## src/rtl/jump_physics.sv

```systemverilog
// Dino jump controller: synchronises and debounces the jump button, then steps a
// rise/hang/fall height trajectory once per frame tick.
module jump_physics #(
    parameter int unsigned DEBOUNCE_CYCLES = 270000,
    parameter int unsigned JUMP_VEL        = 6,
    parameter int unsigned MAX_HEIGHT      = 24,
    parameter int unsigned HANG_FRAMES     = 4,
    parameter bit          BTN_ACTIVE_LOW  = 1'b1
) (
    input  logic       clk,
    input  logic       rst,
    input  logic       btn1,
    input  logic       frame_tick,
    output logic [5:0] jump_height,
    output logic       airborne,
    output logic       jump_start,
    output logic       landed
);

    localparam int unsigned CW = (DEBOUNCE_CYCLES > 1) ? $clog2(DEBOUNCE_CYCLES) : 1;
    localparam int unsigned HW = $clog2(HANG_FRAMES + 2);
    localparam logic [CW-1:0] DB_LAST   = CW'(DEBOUNCE_CYCLES - 1);
    localparam logic [HW-1:0] HANG_LOAD = HW'(HANG_FRAMES);
    localparam logic [3:0]    JV        = 4'(JUMP_VEL);
    localparam logic [6:0]    MAX7      = 7'(MAX_HEIGHT);
    localparam logic          RELEASED_RAW = BTN_ACTIVE_LOW;

    typedef enum logic [1:0] {StIdle, StRise, StHang, StFall} state_e;

    // Input synchroniser and debouncer
    logic          sync1_q, sync2_q;
    logic          btn_level;
    logic [CW-1:0] db_cnt_q, db_cnt_d;
    logic          db_state_q, db_state_d;
    logic          press_q, press_d;

    always_ff @(posedge clk) begin
        if (rst) begin
            sync1_q <= RELEASED_RAW;
            sync2_q <= RELEASED_RAW;
        end else begin
            sync1_q <= btn1;
            sync2_q <= sync1_q;
        end
    end

    assign btn_level = sync2_q ^ BTN_ACTIVE_LOW;

    always_comb begin
        db_cnt_d   = '0;
        db_state_d = db_state_q;
        press_d    = 1'b0;
        if (btn_level != db_state_q) begin
            if (db_cnt_q == DB_LAST) begin
                db_state_d = btn_level;
                press_d    = btn_level;  // only the 0->1 toggle is an event
            end else begin
                db_cnt_d = db_cnt_q + 1'b1;
            end
        end
    end

    always_ff @(posedge clk) begin
        if (rst) begin
            db_cnt_q   <= '0;
            db_state_q <= 1'b0;
            press_q    <= 1'b0;
        end else begin
            db_cnt_q   <= db_cnt_d;
            db_state_q <= db_state_d;
            press_q    <= press_d;
        end
    end

    // Trajectory FSM
    state_e        state_q, state_d;
    logic [5:0]    height_q, height_d;
    logic [3:0]    vel_q, vel_d;
    logic [HW-1:0] hang_q, hang_d;
    logic          airborne_q, start_q, start_d, landed_q, landed_d;
    logic [6:0]    h7, vel7, sum7;
    logic [5:0]    diff6;

    assign h7    = {1'b0, height_q};
    assign vel7  = {3'b000, vel_q};
    assign sum7  = h7 + vel7;
    assign diff6 = height_q - {2'b00, vel_q};

    always_comb begin
        state_d  = state_q;
        height_d = height_q;
        vel_d    = vel_q;
        hang_d   = hang_q;
        start_d  = 1'b0;
        landed_d = 1'b0;
        unique case (state_q)
            StIdle: begin
                if (press_q) begin
                    state_d  = StRise;
                    vel_d    = JV;
                    height_d = '0;
                    start_d  = 1'b1;
                end
            end
            StRise: begin
                if (frame_tick) begin
                    if (sum7 >= MAX7) begin
                        height_d = MAX7[5:0];
                        state_d  = StHang;
                        hang_d   = HANG_LOAD;
                    end else begin
                        height_d = sum7[5:0];
                        vel_d    = vel_q - 4'd1;
                        if (vel_q == 4'd1) begin
                            state_d = StHang;
                            hang_d  = HANG_LOAD;
                        end
                    end
                end
            end
            StHang: begin
                // A zero load also leaves on the first tick
                if (frame_tick) begin
                    if (hang_q <= HW'(1)) begin
                        state_d = StFall;
                        vel_d   = 4'd1;
                        hang_d  = '0;
                    end else begin
                        hang_d = hang_q - HW'(1);
                    end
                end
            end
            StFall: begin
                if (frame_tick) begin
                    if (h7 <= vel7) begin
                        height_d = '0;
                        vel_d    = '0;
                        state_d  = StIdle;
                        landed_d = 1'b1;
                    end else begin
                        height_d = diff6;
                        if (vel_q < JV) begin
                            vel_d = vel_q + 4'd1;
                        end
                    end
                end
            end
            default: state_d = StIdle;
        endcase
    end

    always_ff @(posedge clk) begin
        if (rst) begin
            state_q    <= StIdle;
            height_q   <= '0;
            vel_q      <= '0;
            hang_q     <= '0;
            airborne_q <= 1'b0;
            start_q    <= 1'b0;
            landed_q   <= 1'b0;
        end else begin
            state_q    <= state_d;
            height_q   <= height_d;
            vel_q      <= vel_d;
            hang_q     <= hang_d;
            airborne_q <= (state_d != StIdle);
            start_q    <= start_d;
            landed_q   <= landed_d;
        end
    end

    assign jump_height = height_q;
    assign airborne    = airborne_q;
    assign jump_start  = start_q;
    assign landed      = landed_q;

endmodule

```

## config.mk

```make
export PLATFORM = sky130hd
export DESIGN_NAME = jump_physics
export DESIGN_NICKNAME = d
export VERILOG_FILES = /design/src/rtl/jump_physics.sv
export SDC_FILE = /design/constraint.sdc
export NUM_CORES = 1
export LEC_CHECK = 0
export CELL_PAD_IN_SITES_DETAIL_PLACEMENT = 0
export CELL_PAD_IN_SITES_GLOBAL_PLACEMENT = 1
export CORE_UTILIZATION = 52
export CTS_CLUSTER_DIAMETER = 40
export DETAILED_ROUTE_END_ITERATION = 6
export DONT_BUFFER_PORTS = 1
export GPL_ROUTABILITY_DRIVEN = 0
export MAX_ROUTING_LAYER = met4
export PLACE_DENSITY = 0.86
export SLEW_MARGIN = 0
export SYNTH_ARGS = -nofsm -noshare
export SYNTH_HDL_FRONTEND = slang
export SYNTH_SLANG_ARGS = --single-unit
```

## constraint.sdc

```tcl
create_clock -name clk -period 7.5 [get_ports clk]
set_input_delay 0.375 -clock clk [delete_from_list [all_inputs] [get_ports clk]]
set_output_delay 0.375 -clock clk [all_outputs]
set_load 0.05 [all_outputs]
```

==> impl_metrics.ini <==
[cts]
post_cts_buffers = 0
cts.repair.resized = 0
numCtsBuffers = 5
ctsHoldBuffers = 0
clockBufferDepth = 2
clock-sinks = 41
clk_pin_slew_worst_paths_ns = 0.08
cts_tree = done
cts_root_buffer = clkbuf_8
h-tree-depth = 2
clk_latency_ns = 0.29

[worst_setup_path]
setup.worst_path.start_class = flip-flop
worst-path-max-fanout = 8
cp.arrival_ns = 3.44
crit_type = reg2reg
end_kind = flip-flop
cp.required_ns = 7.73
critPathTopFamily = compound AO/OA/AOI/OAI gates
crit_buf_inv = 1
critPathSlowestCell = dfxtp_1
cpPeakStageDelay_ns = 0.66
path_cells = inv_1, ha_1, fa_1, nand2b_1, o2bb2ai_2, o31ai_2, a41oi_1, or4_1, a21oi_1

[global_route]
grt_max_degree = 21
antenna_found_initial = 0
overflow = 0
grt_pass1_wl_um = 9000
grt_pass1_vias = 1874
grt.total_usage_pct = 23.8

[sta]
slew_violations = 0
max_slew_margin_pct = 47.4
clock_skew_ns = 0.00370
post-route-period-util_pct = 42.8
hold_viol = 0
rsz0062_at_grt = false
final.setup.tns_ns = 0
tightest_slew_ns = 0.787
min_period_ns = 3.21
fmax_mhz = 311
setup_viol_count_final = 0

[run]
maxCapViolCount = 0

[routing]
dr_wl_met2_um = 2510
wire_per_inst_um = 15.6
top_layer = met4
drtIter0Drc = 71
wl_um = 5200
drc = 0
avgViaCountPerCell = 5.92
wl_met3_um = 188
drt-pass1-iter-count = 4
met1_length_um = 2450
drtAntennaViolNets = 0
route.vias.total = 1971

[cells_and_area]
antenna-diode-count = 0
area_growth_pct = 5.22
drive_above_1_share_pct = 9.25
fin_nets = 300
n_fill_cell = 424

[logic_synthesis]
synthArstFlopShare_pct = 0
syn_area_mm2 = 0.00240
ys_seq_area_share_pct = 34.2
syn_inst = 281
ys_top_cells_by_count = dfxtp_1, nor2_1, a21oi_1
synth_area_per_cell_um2 = 8.53
synth_top_area_cell = dfxtp_1
yosysMostFrequentCell = dfxtp_1
yosys.area.top_type_share_pct = 34.2
synthDistinctLibCells = 58
ys_ff_latch = 41
yosysWarnings = 0
synth_edf_count = 0
synth_ff_type = dfxtp_1
synthTopCellsByArea = dfxtp_1, ha_1, nor2_1
syn_nets = 301

[floorplan]
core_mm2 = 0.00438
start_util_pct = 54.7
dieWidth_um = 69.9
io_pins = 13
die_area_mm2 = 0.00489
fp.dieH_um = 69.9
rows = 24

[power]
p_sw_share_pct = 21.2
pwr-share-seq_pct = 58.7
p_switching_mw = 0.0787
powerDensity_mw_per_mm2 = 148
finalPower_mw = 0.372
pwr-share-clk_pct = 40.6
p_comb_share_pct = 0.7
max-vdd-ir-drop_uv = 79.4
p_leak_nw = 0.872
p_int_mw = 0.293

[placement]
port_buffers = 0
hpwl_um = 3810

[status]
status = finished, final reports clean

[min_path]
min_path_type = in2reg
logic make-up (layout without fill, tap and decap cells):
family	count (synthesis)	in the layout	synth area share [%]
XOR/XNOR	20	20	7.31
AND/OR/NAND/NOR	106	106	23.3
buffers and inverters	25	25	4.18
AO/OA/AOI/OAI	73	73	22.0
adder cells (fa/ha/maj)	16	16	8.98
flip-flops	41	41	34.2
flip-flops by register name, summed over array words and instances (netlist names):
signal	count
hang_q	3
landed	1
vel_q	4
jump_height	6
jump_start	1
db_cnt_q	19
sync2_q	1
airborne	1
db_state_q	1
press_q	1
state_q	2
sync1_q	1
worst reg2reg max path: stages, from the launching register on:
cell and delay [ns]:
dfxtp_1 0.66, inv_1 0.14, ha_1 0.26, fa_1 0.38, nand2b_1 0.18, o2bb2ai_2 0.18, o31ai_2 0.56, a41oi_1 0.17
or4_1 0.48, a21oi_1 0.14
worst paths after layout:
| path | startpoint | endpoint | slack (ns) | cells past startpoint |
|---|---|---|---|---|
| worst min-delay path | rst | vel_q[3]$_SDFFE_PP0P_ | 0.15 | 1 |
| worst max-delay path | jump_height[0]$_SDFFE_PP0P_ | vel_q[3]$_SDFFE_PP0P_ | 4.29 | 9 |
| worst max register to register | jump_height[0]$_SDFFE_PP0P_ | vel_q[3]$_SDFFE_PP0P_ | 4.29 | 9 |
| worst min register to register | sync1_q$_SDFF_PP1_ | sync2_q$_SDFF_PP1_ | 0.41 | 1 |
metal layers:
metal	track usage, %	up-vias
met5	-	-
met2	36.9	30
met4	7.33	0
li1	-	1017
met3	4.91	4
met1	31.4	920
per-stage QoR:
| step | hold WS [ns] | instances | utilization [%] | area (µm²) | setup slack, ns |
|---|---|---|---|---|---|
| finish | 0.148 | 333 | 57.5 | 2520 | 4.29 |
| global route | 0.130 | 333 | 57.5 | 2520 | 4.07 |
| CTS | 0.132 | 333 | 57.5 | 2520 | 4.31 |
| detailed placement | 0.393 | 325 | 55.3 | 2430 | 4.32 |
| global placement | 0.392 | 325 | 55.3 | 2430 | 4.37 |
| floorplan | 0.389 | 281 | - | 2400 | 4.59 |
power groups by stage:
stage / combinational [mW] / clock, mW / sequential (mW)
floorplan: 0.00376 / 0 / 0.224
global placement: 0.00272 / 0 / 0.224
detailed placement: 0.00264 / 0 / 0.224
CTS: 0.00264 / 0.158 / 0.218
global route: 0.00294 / 0.166 / 0.219
finish: 0.00262 / 0.151 / 0.218
area by class of cell:
type | instances | area (µm²) | area share [%]
Multi-Input combinational cell | 215 | 1480 | 58.5
Tap cell | 52 | 65.1 | 2.58
Clock buffer | 6 | 82.6 | 3.27
Sequential cell | 41 | 821 | 32.5
Inverter | 17 | 63.8 | 2.53
Clock inverter | 2 | 13.8 | 0.546
layout by cell type, fill, tap and decap left out, types with 3 or more instances in the layout:
master,n
or2_2,3
dfxtp_1,41
nand3_1,14
nand2b_1,3
nor3_1,11
nand4_1,3
or3_1,3
nor2_1,31
o21bai_1,3
nand2_1,10
a21oi_1,20
xor2_1,9
a211oi_1,3
clkbuf_8,6
nor4_1,4
nor2b_1,7
xnor2_1,11
o31ai_1,3
and3_1,7
o21ai_0,13
ha_1,14
inv_1,16
(Power assumes the default switching activity.)
